## config.mk

```make
export PLATFORM = sky130hd
export DESIGN_NAME = sprite_line_scheduler
export DESIGN_NICKNAME = d
export VERILOG_FILES = /design/src/rtl/sprite_line_scheduler.sv
export SDC_FILE = /design/constraint.sdc
export NUM_CORES = 1
export LEC_CHECK = 0
export CAP_MARGIN = 25
export CORE_UTILIZATION = 51
export CTS_CLUSTER_SIZE = 14
export DETAILED_ROUTE_END_ITERATION = 6
export DONT_BUFFER_PORTS = 1
export MAX_ROUTING_LAYER = met4
export PLACE_DENSITY = 0.66
export SLEW_MARGIN = 10
export SYNTH_ARGS = -nofsm -noshare
export SYNTH_HDL_FRONTEND = slang
export SYNTH_SLANG_ARGS = --single-unit
```

## constraint.sdc

```tcl
create_clock -name clk -period 9.42 [get_ports clk]
set_clock_uncertainty 0.2 [all_clocks]
set_input_delay 0.471 -clock clk [delete_from_list [all_inputs] [get_ports clk]]
set_output_delay 0.471 -clock clk [all_outputs]
set_load 0.1 [all_outputs]
```

## src/rtl/sprite_line_scheduler.sv

```systemverilog
// sprite_line_scheduler: per-scanline sprite evaluator.
// On line_start, walks the object table through a shared 1-cycle-latency
// read port. It picks up to SLOTS sprites that cover the requested line.
// The selected sprites are committed atomically to the renderer slot outputs.
// Host readback shares the same read port; the scanner has priority.
// Optional feature macro: SPRITE_SCHED_STATS_EN (saturating overflow-line counter).
module sprite_line_scheduler #(
  parameter int MAX_SPRITES = 8,
  parameter int SLOTS       = 4,
  parameter int IDX_W       = 3
) (
  input  logic                  clk,
  input  logic                  rst_n,
  input  logic                  sched_en,
  input  logic                  line_start,
  input  logic [7:0]            next_y,
  output logic                  obj_rd_en,
  output logic [IDX_W-1:0]      obj_rd_addr,
  input  logic [31:0]           obj_rd_data,
  input  logic                  host_req,
  input  logic [IDX_W-1:0]      host_idx,
  output logic                  host_gnt,
  output logic                  host_rvalid,
  output logic [31:0]           host_rdata,
  output logic [SLOTS-1:0]      slot_valid,
  output logic [SLOTS*32-1:0]   slot_data,
  output logic [SLOTS*4-1:0]    slot_row,
  output logic                  overflow,
  output logic                  done,
  output logic                  busy,
  output logic [7:0]            overflow_count
);

  localparam int CNT_W = $clog2(SLOTS + 1);

  typedef enum logic [1:0] {IDLE, SCAN, DRAIN, COMMIT} state_t;

  state_t             state_q, state_d;
  logic [IDX_W-1:0]   idx_q, idx_d;
  logic               rd_pend_q, rd_pend_d;
  logic [7:0]         y_q;
  logic               start, commit;

  // Shadow slots are built during the scan; committed slots feed the renderer.
  logic [SLOTS-1:0]   sh_valid_q;
  logic [31:0]        sh_data_q [SLOTS];
  logic [3:0]         sh_row_q  [SLOTS];
  logic [CNT_W-1:0]   hit_cnt_q;
  logic               sh_ovf_q;

  logic [SLOTS-1:0]   com_valid_q;
  logic [31:0]        com_data_q [SLOTS];
  logic [3:0]         com_row_q  [SLOTS];
  logic               com_ovf_q;
  logic               done_q;
  logic               host_rvalid_q;

  // Hit test in 9 bits so that y+h past 255 does not wrap back to the top lines.
  logic [8:0] obj_y9, obj_end9, line_y9;
  logic       hit;
  logic [3:0] hit_row;

  assign obj_y9   = {1'b0, obj_rd_data[15:8]};
  assign obj_end9 = obj_y9 + {5'd0, obj_rd_data[27:24]} + 9'd1;
  assign line_y9  = {1'b0, y_q};
  assign hit      = (line_y9 >= obj_y9) && (line_y9 < obj_end9);
  // Row within sprite; a hit implies the difference is below 16, so the low nibble suffices.
  assign hit_row  = y_q[3:0] - obj_rd_data[11:8];

  // Next-state, read-port arbitration and scan control.
  always_comb begin
    state_d     = state_q;
    idx_d       = idx_q;
    rd_pend_d   = 1'b0;
    obj_rd_en   = 1'b0;
    obj_rd_addr = '0;
    host_gnt    = 1'b0;
    start       = 1'b0;
    commit      = 1'b0;
    case (state_q)
      IDLE: begin
        if (!line_start && host_req) begin
          host_gnt    = 1'b1;
          obj_rd_en   = 1'b1;
          obj_rd_addr = host_idx;
        end
      end
      SCAN: begin
        obj_rd_en   = 1'b1;
        obj_rd_addr = idx_q;
        rd_pend_d   = 1'b1;
        if (idx_q == IDX_W'(MAX_SPRITES - 1)) begin
          state_d = DRAIN;
        end else begin
          idx_d = idx_q + 1'b1;
        end
      end
      DRAIN: begin
        state_d = COMMIT;
      end
      COMMIT: begin
        commit  = 1'b1;
        state_d = IDLE;
      end
      default: state_d = IDLE;
    endcase
    // A new line_start always restarts the scan; any in-flight result is discarded.
    if (line_start) begin
      start     = 1'b1;
      commit    = 1'b0;
      rd_pend_d = 1'b0;
      state_d   = SCAN;
      idx_d     = '0;
    end
    // Outputs stay quiet while reset is held.
    if (!rst_n) begin
      host_gnt    = 1'b0;
      obj_rd_en   = 1'b0;
      obj_rd_addr = '0;
    end
  end

  // FSM state, scan index, read-pending flag and latched line number.
  always_ff @(posedge clk) begin
    if (!rst_n) begin
      state_q   <= IDLE;
      idx_q     <= '0;
      rd_pend_q <= 1'b0;
      y_q       <= 8'd0;
    end else begin
      state_q   <= state_d;
      idx_q     <= idx_d;
      rd_pend_q <= rd_pend_d;
      if (start) y_q <= next_y;
    end
  end

  // Shadow slot fill: hits go to slots in ascending index order; extra hits only flag overflow.
  always_ff @(posedge clk) begin
    if (!rst_n || start) begin
      sh_valid_q <= '0;
      hit_cnt_q  <= '0;
      sh_ovf_q   <= 1'b0;
      for (int k = 0; k < SLOTS; k++) begin
        sh_data_q[k] <= 32'd0;
        sh_row_q[k]  <= 4'd0;
      end
    end else if (rd_pend_q && hit) begin
      if (hit_cnt_q < CNT_W'(SLOTS)) begin
        for (int k = 0; k < SLOTS; k++) begin
          if (CNT_W'(k) == hit_cnt_q) begin
            sh_valid_q[k] <= 1'b1;
            sh_data_q[k]  <= obj_rd_data;
            sh_row_q[k]   <= hit_row;
          end
        end
        hit_cnt_q <= hit_cnt_q + 1'b1;
      end else begin
        sh_ovf_q <= 1'b1;
      end
    end
  end

  // Atomic commit of the shadow set to the renderer and the done pulse.
  always_ff @(posedge clk) begin
    if (!rst_n) begin
      com_valid_q <= '0;
      com_ovf_q   <= 1'b0;
      done_q      <= 1'b0;
      for (int k = 0; k < SLOTS; k++) begin
        com_data_q[k] <= 32'd0;
        com_row_q[k]  <= 4'd0;
      end
    end else begin
      done_q <= commit;
      if (commit) begin
        com_valid_q <= sh_valid_q;
        com_ovf_q   <= sh_ovf_q;
        for (int k = 0; k < SLOTS; k++) begin
          com_data_q[k] <= sh_data_q[k];
          com_row_q[k]  <= sh_row_q[k];
        end
      end
    end
  end

  // Host read response is valid one cycle after its grant.
  always_ff @(posedge clk) begin
    if (!rst_n) host_rvalid_q <= 1'b0;
    else        host_rvalid_q <= host_gnt;
  end

  assign host_rvalid = host_rvalid_q;
  assign host_rdata  = host_rvalid_q ? obj_rd_data : 32'd0;
  assign slot_valid  = com_valid_q & {SLOTS{sched_en}};
  assign overflow    = com_ovf_q;
  assign done        = done_q;
  assign busy        = (state_q != IDLE);

  generate
    for (genvar gi = 0; gi < SLOTS; gi++) begin : g_slot_out
      assign slot_data[gi*32 +: 32] = com_data_q[gi];
      assign slot_row[gi*4 +: 4]    = com_row_q[gi];
    end
  endgenerate

`ifdef SPRITE_SCHED_STATS_EN
  logic [7:0] ovf_cnt_q;

  // Count committed lines that overflowed, saturating at 255.
  always_ff @(posedge clk) begin
    if (!rst_n) begin
      ovf_cnt_q <= 8'd0;
    end else if (commit && sh_ovf_q && (ovf_cnt_q != 8'hFF)) begin
      ovf_cnt_q <= ovf_cnt_q + 8'd1;
    end
  end

  assign overflow_count = ovf_cnt_q;
`else
  assign overflow_count = 8'd0;
`endif

endmodule
```

==> summary.md <==
| Metric | Value |
|---|---|
| HPWL after DPL | 18.6 mm |
| Worst slew margin | 0.293 |
| Grt ovf | 0 |
| Worst Path Max Fanout | 74 |
| Post-route insts no fill | around 1300 |
| Leading area contributor after synthesis | edfxtp_1 |
| CP Capture Type | flop |
| Cts repair resizes | 0 |
| Min-Delay Path Class | in2reg |
| Pin count of the biggest net entering global routing | 99 |
| Type of origin of the critical path | primary input |
| Main synth FF type | edfxtp_1 |
| Setup TNS | 0 ns |
| Placed cells | 1198 |
| Syn Inst Count | 917 |
| Leakage | ~5.4 nW |
| Fin. Hold Viols | 0 |
| Slew @ Worst Pin | 1.06 ns |
| Synth warn | 0 |
| Clk sinks | about 320 |
| Total wire length | 28.1 mm |
| # IOs | 245 |
| Vias in the first global route | ~6900 |
| Starting DRT DRC Count | 657 |
| Number of max-cap violations | 0 |
| Fmax | 226 MHz |
| Sw Share | 0.253 |
| Placer Congestion | between 0.8 and 0.9 |
| NetSw | about 0.00083 W |
| H-tree Lvls | 2 |
| CTS tree | yes |
| Via count | 7023 |
| Width of the die | 162 µm |
| DRC viols | 0 |
| Root Buffer | clkbuf_16 |
| Seq cells post-synth | 317 |
| Max-slew violation count | 0 |
| Combinational share of power | 0.049 |
| Drt pass-1 iters | 5 |
| Cts hold-fix bufs | 34 |
| Synth-to-Final Area Change | 14.2% |
| Post-CTS Setup Repair Bufs | 0 |
| Post-route setup slack | around 5.0 ns |
| Clk network pwr share | 0.410 |
| Mapped Area | around 0.013 mm² |
| Synth area leaders | edfxtp_1 (66%), and2_1 (10%), dfxtp_1 (4.5%) |
| Sequential share of the synthesized area | 0.710 |
| Max Root-Sink Buffers | 3 |
| Antenna violations before repair | 3 |
| Finished Cell Area | ~0.015 mm² |
| Share of the synthesized area in the top cell type | 0.665 |
| Core Area | 0.0251 mm² |
| Dpl ws | between 4 and 5 ns |
| Peak VDD IR | 0.125 mV |
| Count of final setup violators | 0 |
| First-pass GRT wire length | between 40 and 50 mm |
| Initial core utilization | 0.518 |
| Power Density | around 220 mW/mm² |
| Tcrit/Tclk final | 0.470 |
| Top cells by count, synth | edfxtp_1 (288), and2_1 (207), nor3_1 (83), nand2_1 (50), clkbuf_1 (43) |
| Worst Path Arrival | 4.44 ns |
| Die area | 0.0261 mm² |
| IO Port Bufs | 0 |
| Layout cells sized above 1 | 0.107 |
| Final #Nets | roughly 1000 |
| Vias per cell | 5.42 |
| DR WL/cell | ~22 µm |
| Sequential Power Share | 0.541 |
| Synth cell types | 43 |
| FP Rows | 58 |
| Count leader, synth | edfxtp_1 |
| Reg clk slew, reported paths | 0.06 ns |
| Clock latency on the worst-skew pair | 0.52 ns |
| Ys async rst share | 0 |
| Internal power | 0.00244 W |
| Post-synth EDFFs | 288 |
| Height of the die | 162 µm |
| Outcome | complete, no violations |
| Routed Antenna Nets | 0 |
| RSZ-0062 raised after global routing | false |
| GR Util All Layers | 0.222 |
| Critical Path RT | 9.43 ns |
| Crit path time final | 4.43 ns |
| Dpl cell area | 0.0134 mm² |
| Total CTS buffers | 34 |
| Mean area per synthesized cell | 14.2 µm² |
| Setup CP Type | in2reg |
| Final Util | 0.591 |
==> sequential cells by signal, summed over array words and instances, names as in the netlist <==
register,flops
host_rvalid,1
sh_valid_q,4
state_q,2
sh_data_q,128
com_row_q,16
idx_q,3
sh_row_q,16
overflow,1
rd_pend_q,1
y_q,8
done,1
com_data_q,128
com_valid_q,4
sh_ovf_q,1
hit_cnt_q,3
==> critical path: stages <==
cell	delay, ns
inv_1	0.08
ha_1	0.18
inv_1	0.05
fa_1	0.40
nand3_1	0.14
and2_1	0.18
nor2_1	0.06
xnor2_1	0.12
ha_1	0.29
a211o_1	0.26
a21oi_1	0.11
a211oi_1	0.13
or4_4	0.91
o21ai_4	0.79
buf_16	0.24
==> cells by family after synthesis <==
logic type,Yosys count,share of synthesized area
AOI/OAI and AO/OA,41,0.0233
xor gates and xnor gates,8,0.00539
adders and majority gates,29,0.0291
buffers and inverters,90,0.0319
DFF,317,0.710
muxes,15,0.0115
other,1,0.000288
and+or+nand+nor,416,0.189
==> area by class of cell <==
class	instances	area (µm²)
Timing Repair Buffer	46	523
Antenna cell	1	2.50
Clock inverter	16	215
Tap cell	330	413
Sequential cell	317	9230
Fill cell	1952	10300
Clock buffer	46	906
Multi-Input combinational cell	517	3470
Inverter	23	86.3
==> cells in the final DEF, fill, tap and decap left out, types with 5 or more instances in the layout <==
cell type,instances
edfxtp_1,288
and2_1,207
nor3_1,83
nand2_1,49
clkbuf_16,34
dlygate4sd3_1,34
nor3_2,30
dfxtp_1,28
ha_1,27
inv_1,22
nor2b_1,15
mux2i_1,15
clkbuf_1,11
xnor2_1,8
conb_1,8
o21ai_0,7
nor2_1,7
clkinv_1,7
buf_4,7
nor4_1,6
bufinv_16,5
==> routing by layer <==
metal  track usage  up-vias  part of all wire
met5             -        -                 0
li1              -     3282                 -
met3        0.0493       46             0.071
met2         0.332      280              0.46
met4        0.0660        0             0.021
met1         0.306     3415              0.44
==> final timing paths <==
kind,from,end,slack (ns),depth (start not counted)
setup / recovery,obj_rd_data[24],sh_data_q[0][9],4.99,15
hold / removal,line_start,host_rvalid,0.01,2
setup reg to reg,y_q[0],sh_data_q[0][9],5.44,9
hold reg to reg,sh_ovf_q,overflow,0.28,1
==> power by group through the flow <==
stage	logic (W)	clock network (W)	registers (W)
floorplan	0.000120	0	0.00179
global placement	0.000140	0	0.00180
detailed placement	0.000146	0	0.00180
CTS	0.000160	0.00136	0.00177
global route	0.000173	0.00141	0.00177
finish	0.000161	0.00134	0.00177
==> per-stage QoR <==
step	total power, W	hold WS (ns)
after floorplan	0.00191	0.224
after global placement	0.00194	0.246
after detailed placement	0.00194	0.246
after CTS	0.00329	0.00794
after global routing	0.00336	0.0141
final	0.00327	0.0135
(Power assumes the default switching activity.)
